[config.mk]
export PLATFORM = sky130hd
export DESIGN_NAME = remote_send
export DESIGN_NICKNAME = d
export VERILOG_FILES = /design/src/rtl/remote_send.sv
export SDC_FILE = /design/constraint.sdc
export NUM_CORES = 1
export LEC_CHECK = 0
export BUFFER_PORTS_ARGS = -buffer_cell sky130_fd_sc_hd__clkbuf_2
export CAP_MARGIN = 20
export CORE_MARGIN = 2
export CORE_UTILIZATION = 30
export CTS_CLUSTER_DIAMETER = 150
export DETAILED_ROUTE_END_ITERATION = 10
export SYNTH_ARGS = -nofsm -noshare
export SYNTH_HDL_FRONTEND = slang
export SYNTH_SLANG_ARGS = --single-unit
[constraint.sdc]
create_clock -name sys_clk -period 6.45 [get_ports sys_clk]
set_clock_uncertainty 0.2 [all_clocks]
set_input_delay 1.29 -clock sys_clk [delete_from_list [all_inputs] [get_ports sys_clk]]
set_output_delay 1.29 -clock sys_clk [all_outputs]
set_load 0.01 [all_outputs]
[src/rtl/remote_send.sv]
// remote_send: NEC-format infrared transmitter.
// Sends either a full frame (16T lead mark, 8T lead space, 32 data bits
// LSB first as {~data, data, ~addr, addr}, 1T stop mark) or a repeat code
// (16T lead mark, 4T lead space, 1T stop mark), then holds the line low for
// GUARD_UNITS units before accepting the next request.
// Ports:
//   sys_clk, sys_rst_n      clock, asynchronous active-low reset
//   tx_start, tx_repeat     request strobe (sampled in idle), repeat qualifier
//   tx_addr, tx_data        address/command bytes, latched on acceptance
//   remote_out              registered LED drive, active-high
//   tx_busy, tx_done        busy window and one-cycle completion pulse
module remote_send #(
  parameter int UNIT_CYC    = 28125,
  parameter int CARRIER_DIV = 1316,
  parameter int CARRIER_EN  = 1,
  parameter int GUARD_UNITS = 72
) (
  input  logic       sys_clk,
  input  logic       sys_rst_n,
  input  logic       tx_start,
  input  logic       tx_repeat,
  input  logic [7:0] tx_addr,
  input  logic [7:0] tx_data,
  output logic       remote_out,
  output logic       tx_busy,
  output logic       tx_done
);

  localparam int UW   = $clog2(UNIT_CYC + 1);
  localparam int CW   = $clog2(CARRIER_DIV + 1);
  localparam int MAXU = (GUARD_UNITS > 16) ? GUARD_UNITS : 16;
  localparam int SW   = $clog2(MAXU + 1);

  localparam logic [UW-1:0] UNIT_LAST = UW'(UNIT_CYC - 1);
  localparam logic [CW-1:0] CAR_LAST  = CW'(CARRIER_DIV - 1);
  localparam logic [CW-1:0] CAR_HALF  = CW'(CARRIER_DIV / 2);
  localparam logic          CAR_OFF   = (CARRIER_EN == 0);

  typedef enum logic [2:0] {
    S_IDLE, S_LEAD_MARK, S_LEAD_SPACE, S_BIT_MARK, S_BIT_SPACE, S_STOP_MARK, S_GUARD
  } state_t;

  state_t        state_q,    state_d;
  logic [UW-1:0] unit_cnt_q, unit_cnt_d;
  logic [SW-1:0] unit_num_q, unit_num_d;
  logic [4:0]    bit_idx_q,  bit_idx_d;
  logic [CW-1:0] car_cnt_q,  car_cnt_d;
  logic [31:0]   shift_q,    shift_d;
  logic          rep_q,      rep_d;
  logic          out_q,      out_d;
  logic          busy_q,     busy_d;
  logic          done_q,     done_d;

  logic          unit_tick;
  logic          seg_end;
  logic          mark_d;
  logic [SW-1:0] state_len;

  always_comb begin
    state_d    = state_q;
    unit_cnt_d = unit_cnt_q;
    unit_num_d = unit_num_q;
    bit_idx_d  = bit_idx_q;
    shift_d    = shift_q;
    rep_d      = rep_q;
    done_d     = 1'b0;

    unit_tick = (unit_cnt_q == UNIT_LAST);

    // Length of the current state in units; a data bit's space length is
    // chosen by the bit currently at the bottom of the shift register.
    case (state_q)
      S_LEAD_MARK:  state_len = SW'(16);
      S_LEAD_SPACE: state_len = rep_q ? SW'(4) : SW'(8);
      S_BIT_SPACE:  state_len = shift_q[0] ? SW'(3) : SW'(1);
      S_GUARD:      state_len = SW'(GUARD_UNITS);
      default:      state_len = SW'(1);
    endcase

    seg_end = unit_tick && (unit_num_q == state_len - SW'(1));

    if (state_q == S_IDLE) begin
      unit_cnt_d = '0;
      unit_num_d = '0;
      if (tx_start) begin
        state_d   = S_LEAD_MARK;
        shift_d   = {~tx_data, tx_data, ~tx_addr, tx_addr};
        rep_d     = tx_repeat;
        bit_idx_d = '0;
      end
    end else begin
      unit_cnt_d = unit_tick ? '0 : unit_cnt_q + UW'(1);
      if (seg_end) begin
        unit_num_d = '0;
        case (state_q)
          S_LEAD_MARK:  state_d = S_LEAD_SPACE;
          S_LEAD_SPACE: state_d = rep_q ? S_STOP_MARK : S_BIT_MARK;
          S_BIT_MARK:   state_d = S_BIT_SPACE;
          S_BIT_SPACE: begin
            shift_d   = shift_q >> 1;
            bit_idx_d = bit_idx_q + 5'd1;
            state_d   = (bit_idx_q == 5'd31) ? S_STOP_MARK : S_BIT_MARK;
          end
          S_STOP_MARK:  state_d = S_GUARD;
          S_GUARD: begin
            state_d = S_IDLE;
            done_d  = 1'b1;
          end
          default:      state_d = S_IDLE;
        endcase
      end else if (unit_tick) begin
        unit_num_d = unit_num_q + SW'(1);
      end
    end

    // Carrier phase restarts at the first cycle of every mark so each mark
    // begins with a full high half-period.
    mark_d = (state_d == S_LEAD_MARK) || (state_d == S_BIT_MARK) ||
             (state_d == S_STOP_MARK);
    if (!mark_d || (state_d != state_q))
      car_cnt_d = '0;
    else
      car_cnt_d = (car_cnt_q == CAR_LAST) ? '0 : car_cnt_q + CW'(1);

    // Outputs are computed from next-state values so the registered pins
    // line up with the state they describe.
    out_d  = mark_d && ((car_cnt_d < CAR_HALF) || CAR_OFF);
    busy_d = (state_d != S_IDLE);
  end

  always_ff @(posedge sys_clk or negedge sys_rst_n) begin
    if (!sys_rst_n) begin
      state_q    <= S_IDLE;
      unit_cnt_q <= '0;
      unit_num_q <= '0;
      bit_idx_q  <= '0;
      car_cnt_q  <= '0;
      out_q      <= 1'b0;
      busy_q     <= 1'b0;
      done_q     <= 1'b0;
    end else begin
      state_q    <= state_d;
      unit_cnt_q <= unit_cnt_d;
      unit_num_q <= unit_num_d;
      bit_idx_q  <= bit_idx_d;
      car_cnt_q  <= car_cnt_d;
      out_q      <= out_d;
      busy_q     <= busy_d;
      done_q     <= done_d;
    end
  end

  // Frame payload is only meaningful once loaded on acceptance.
  always_ff @(posedge sys_clk) begin
    shift_q <= shift_d;
    rep_q   <= rep_d;
  end

  assign remote_out = out_q;
  assign tx_busy    = busy_q;
  assign tx_done    = done_q;

endmodule

; Word level (Yosys, flattened, before mapping)
; Index checks and enable logic that the tools add are counted.
[word_totals]
register_bits = 77
input_bits = 20
out_inout_bits = 3
wordCells = 73
[classes]
add_sub_neg = 5
magnitude_cmp = 1
eq_ne = 15
n_mux = 27
n_bitwise = 2
n_reduce_logical = 13
[op_table]
columns = op, n
row1 = 32-bit two-way mux, 4
row2 = 15-bit two-way mux, 2
row3 = 7-bit one-hot mux with 4 select lines, 1
row4 = 11-bit two-way mux, 2
row5 = 7-bit two-way mux, 3
row6 = 5-bit two-way mux, 4
row7 = 8-bit NOT, 2
row8 = 15-bit by 1-bit adder with 15-bit output (second input constant), 1
row9 = 15-bit == test (second input constant), 1
row10 = 3-bit two-way mux, 5
row11 = 3-bit one-hot mux with 5 select lines, 1
row12 = 3-bit == test (second input constant), 4
row13 = 11-bit by 1-bit adder with 11-bit output (second input constant), 1
row14 = 11-bit == test (second input constant), 1
row15 = 11-bit by 10-bit less-than comparator with 1-bit output (second input constant), 1
row16 = 3-bit by 2-bit == test with 1-bit output (second input constant), 3
row17 = 7-bit by 1-bit adder with 7-bit output (second input constant), 1
row18 = 7-bit == test, 1
row19 = 7-bit by 1-bit subtractor with 7-bit output (second input constant), 1
row20 = 3-bit by 1-bit == test with 1-bit output (second input constant), 2
row21 = 3-bit nonzero test, 2
row22 = 5-bit by 1-bit adder with 5-bit output (second input constant), 1
row23 = 5-bit == test (second input constant), 1
row24 = 4-bit two-way mux, 1
row25 = 11 further kinds, 17

; Logic depth before layout (Yosys ltp)
[logic_depth]
word_depth = 15
ltp_mapped = 9
depth_no_buf = 8

; Least setup slack after synthesis
; Ideal clock, no wire load.
[synth_path]
kind = register to register
startpoint = register state_q[1]
endpoint = register shift_q[0], enable pin
setup_time_ps = 387
arrival_ps = 2411
required_time_ps = 5863
setup_slack_ps = 3452
stages_incl_launch_ff = 8
path_buffers = 1
synth_period_minus_slack_ps = 2998
cell_sequence = dfrtp_1 > nor2b_1 > or3_1 > a2111oi_4 > and4_1 > buf_4 > a21oi_1 > inv_1
[synth_between]
elab_chain_len = 7
elab_cells_between_ends = 13
cone_classes = add/sub: 1 / eq/ne: 6 / mux: 1 / reduce/logical: 5
[synth_lines]
columns = element, line
row1 = from (decl), 43  ; state_t state_q, state_d;
row2 = from (signal assigned), 142  ; state_q <= state_d;
row3 = "3-bit == test, or another cell as far along", 72  ; case (state_q)
row4 = 7-bit one-hot mux with 4 select lines, 72
row5 = 7-bit by 1-bit subtractor with 7-bit output, 80  ; seg_end = unit_tick && (unit_num_q == state_len - SW'(1));
row6 = 7-bit == test, 80
row7 = 1-bit logical AND, 80
row8 = 2-bit nonzero test (no source line), n/a
row9 = 3-bit AND reduction (no source line) (*), n/a
row10 = to (signal assigned), 155  ; shift_q <= shift_d;
row11 = to (decl), 48  ; logic [31:0] shift_q, shift_d;
; Mark *: on every way between the ends. The rest lies on a longest branch, timed or not.
; A chain may end at the register's enable or synchronous reset.

; Worst setup path after layout
[layout_path]
startpoint = register state_q[1]
endpoint = register shift_q[14], enable pin
; The elaborated chain is that of the path after synthesis.

==> results.ini <==
[sta]
tns_ps=0
slew_headroom_pct=46.35
fin_crit_sh_pct=52.49
worstMarginPinSlew_ps=801.1
hold_viol=0
rsz0062_at_grt=false
slew_violations=0
setup_viol=0
clock.fmax_mhz=295.4
fin_crit_ps=3386

[routing]
drt_first_pass_iters=6
post-route-drc-count=0
avgViaCountPerCell=4.738
wl_per_cell_um=12.28
via_count=2762
drt_iter0_markers=130
ant_nets=0
finalWirelength_um=7161

[die]
die_h_um=117.2
initial_core_util_pct=30.58
io_pins=23
design.die.area_mm2=0.01373
die_w_um=117.2
row_count=41
core_area_mm2=0.01257

[pwr]
pwr-share-clk_pct=39.0
switching_power_w=0.0003283
p_per_area_mw_per_mm2=285.7
p_leak_nw=1.874
p_seq_share_pct=47.5
internal_power_w=0.0009402
vdd_drop_max_v=0.0001700
switching_share_pct=25.88
comb_power_share_pct=13.5

[finish]
final_util_pct=35.33
regArea_mm2=0.002092
area_growth_pct=15.53
antennaDiodeCount=0
multiInputGateArea_mm2=0.001634
nets=432
drive_gt1_share_pct=11.92
fillerInstances=1249

[synth]
yosys_most_used_dff=dfrtp_1
synth_cell_types=53
ys_seq_area_share_pct=54.43
synth_area_leaders=dfrtp_1, edfxtp_1, nand2_1
synth_largest_area_cell=dfrtp_1
synth_top_area_share_pct=28.65
syn_area_per_cell_um2=9.958
syn-cell-area_mm2=0.003844
synth-edff-count=33
yosys_warnings=0
syn_inst=386
synth_nets=412
async_reset_ff_share_pct=57.14
synth.ff_latch_count=77

[worst_setup_path]
r2r-start=state_q[1]$_DFF_PN0_
crit_path_end_kind=flip-flop
worstPathMaxFanout=25
critPathLaunch=state_q[1]$_DFF_PN0_
start_kind=flip-flop
critPathKind=flip-flop to flip-flop
cp.arrival_ps=3220
crit_required_ps=6280

[global_routing]
overflow=0
grt_start_max_net_pins=48
grt_first_pass_wirelength_um=12580
grt_pass1_vias=2696
antenna_found_initial=0
track_usage_pct=11.75

[clock_network]
clock-sinks=77
clock_latency_ps=330
cts_setup_buffers=0
clkTransAtPathRegs_ps=60
cts_tree=done
htree_levels=3
postCtsResizedCells=0
clock_path_buffers=2
holdBufCountCts=0
cts_made_buffers=9
clockRootBuffer=clkbuf_16

[run_status]
status=finished, final reports clean

[min_path]
hp-class=flip-flop to flip-flop
worstHoldStart=shift_q[22]$_DFFE_PP_

[placed_design]
place_hpwl_um=4908
numPortBuffers=22
gp_congestion=0.8027

[run]
drv_cap=0

[final timing paths]
check                                      endpoint  slack, ps  cells past startpoint
setup reg to reg              shift_q[14]$_DFFE_PP_       3060                      7
hold / removal                shift_q[21]$_DFFE_PP_        310                      2
max in group asynchronous  bit_idx_q[2]$_DFFE_PN0P_       4820                      2
setup / recovery              shift_q[14]$_DFFE_PP_       3060                      7
hold reg to reg               shift_q[21]$_DFFE_PP_        310                      2
min in group asynchronous   unit_cnt_q[6]$_DFF_PN0_        840                      2
[per-layer routing]
layer / part of all wire, % / track usage, %
met5: 0 / 0
met4: 2.2 / 5.176
met3: 3.0 / 3.811
met2: 46 / 17.62
met1: 49 / 15.57
[layout by cell type (no fill, tap or decap), types with 3 or more instances in the layout]
master,n
xnor2_1,14
and2_1,3
clkbuf_16,9
edfxtp_1,33
a31oi_1,9
or3_1,4
dfrtp_1,44
a21oi_1,10
ha_1,6
nor3_1,6
a22o_1,4
nand4_1,6
xor2_1,11
nand3b_1,3
inv_1,11
o21ai_0,22
clkbuf_2,22
nor2_1,33
nand2b_1,6
nand2_1,80
nor4_1,3
nor3b_1,3
and3_1,9
nand3_1,16
[critical path: stages, from the launching register on]
cell,delay (ps)
dfrtp_1,520
nor2b_1,240
or3_1,410
a2111oi_4,410
and4_1,570
a21oi_1,140
inv_1,330
buf_16,230
[cell families (layout without fill, tap and decap cells)]
kind of cell / Yosys count / after routing / synth area share (%)
simple gates: 184 / 184 / 22.88
flops: 77 / 77 / 54.43
compound gates: 63 / 63 / 11.13
buf+inv: 28 / 53 / 3.060
xor+xnor: 25 / 25 / 5.697
fa+ha+maj: 6 / 6 / 1.953
mux: 3 / 3 / 0.8463
[sequential cells by signal, summed over array words and instances (netlist names)]
name / count
shift_q: 32
unit_cnt_q: 15
car_cnt_q: 11
unit_num_q: 7
bit_idx_q: 5
state_q: 3
remote_out: 1
rep_q: 1
tx_busy: 1
tx_done: 1
[stage by stage]
stage | power [W] | setup slack [ps] | hold WS (ps) | cells | cell area, um^2
after floorplan | 0.0007327 | 3452 | 268.2 | 386 | 3844
after global placement | 0.0007725 | 2722 | 293.0 | 565 | 4108
after detailed placement | 0.0007816 | 3073 | 304.3 | 566 | 4135
after CTS | 0.001283 | 3057 | 320.5 | 582 | 4429
after global routing | 0.001336 | 2772 | 340.5 | 583 | 4441
final | 0.001269 | 3064 | 311.8 | 583 | 4441
[power groups by stage]
stage | sequential, W | combinational [W] | clock [W]
2_1_floorplan | 0.000586 | 0.000147 | 0
3_3_place_gp | 0.000608 | 0.000164 | 0
3_5_place_dp | 0.000611 | 0.000171 | 0
4_1_cts | 0.000601 | 0.000172 | 0.000510
5_1_grt | 0.000608 | 0.000198 | 0.000530
6_report | 0.000602 | 0.000171 | 0.000495
[area by class of cell]
type | instances | share of cell area (%)
inverters | 11 | 0.9298
well taps | 172 | 4.846
multi-input cells | 281 | 36.80
flip-flops and latches | 77 | 47.11
repair buffers | 26 | 3.691
clock buffers | 12 | 5.551
clock inverters | 4 | 1.071
[synthesized netlist by cell type, drive strengths merged, types with 2 or more instances]
library cell  count
and2              3
a211oi            2
nor4              3
nor2b             2
o2111ai           2
ha                6
nand2b            6
xor2             11
o21ai            22
a22o              4
clkbuf           13
dfrtp            44
nor2             33
nor4b             2
mux2              2
nand2            80
or3               4
nand3b            3
nor3              7
nand3            16
buf               4
a31o              3
edfxtp           33
inv              11
xnor2            14
and3              9
nor3b             4
nand4             6
and4              2
o21ba             2
a21oi            10
a31oi             9
No activity file was read; power rests on OpenSTA's default activity.
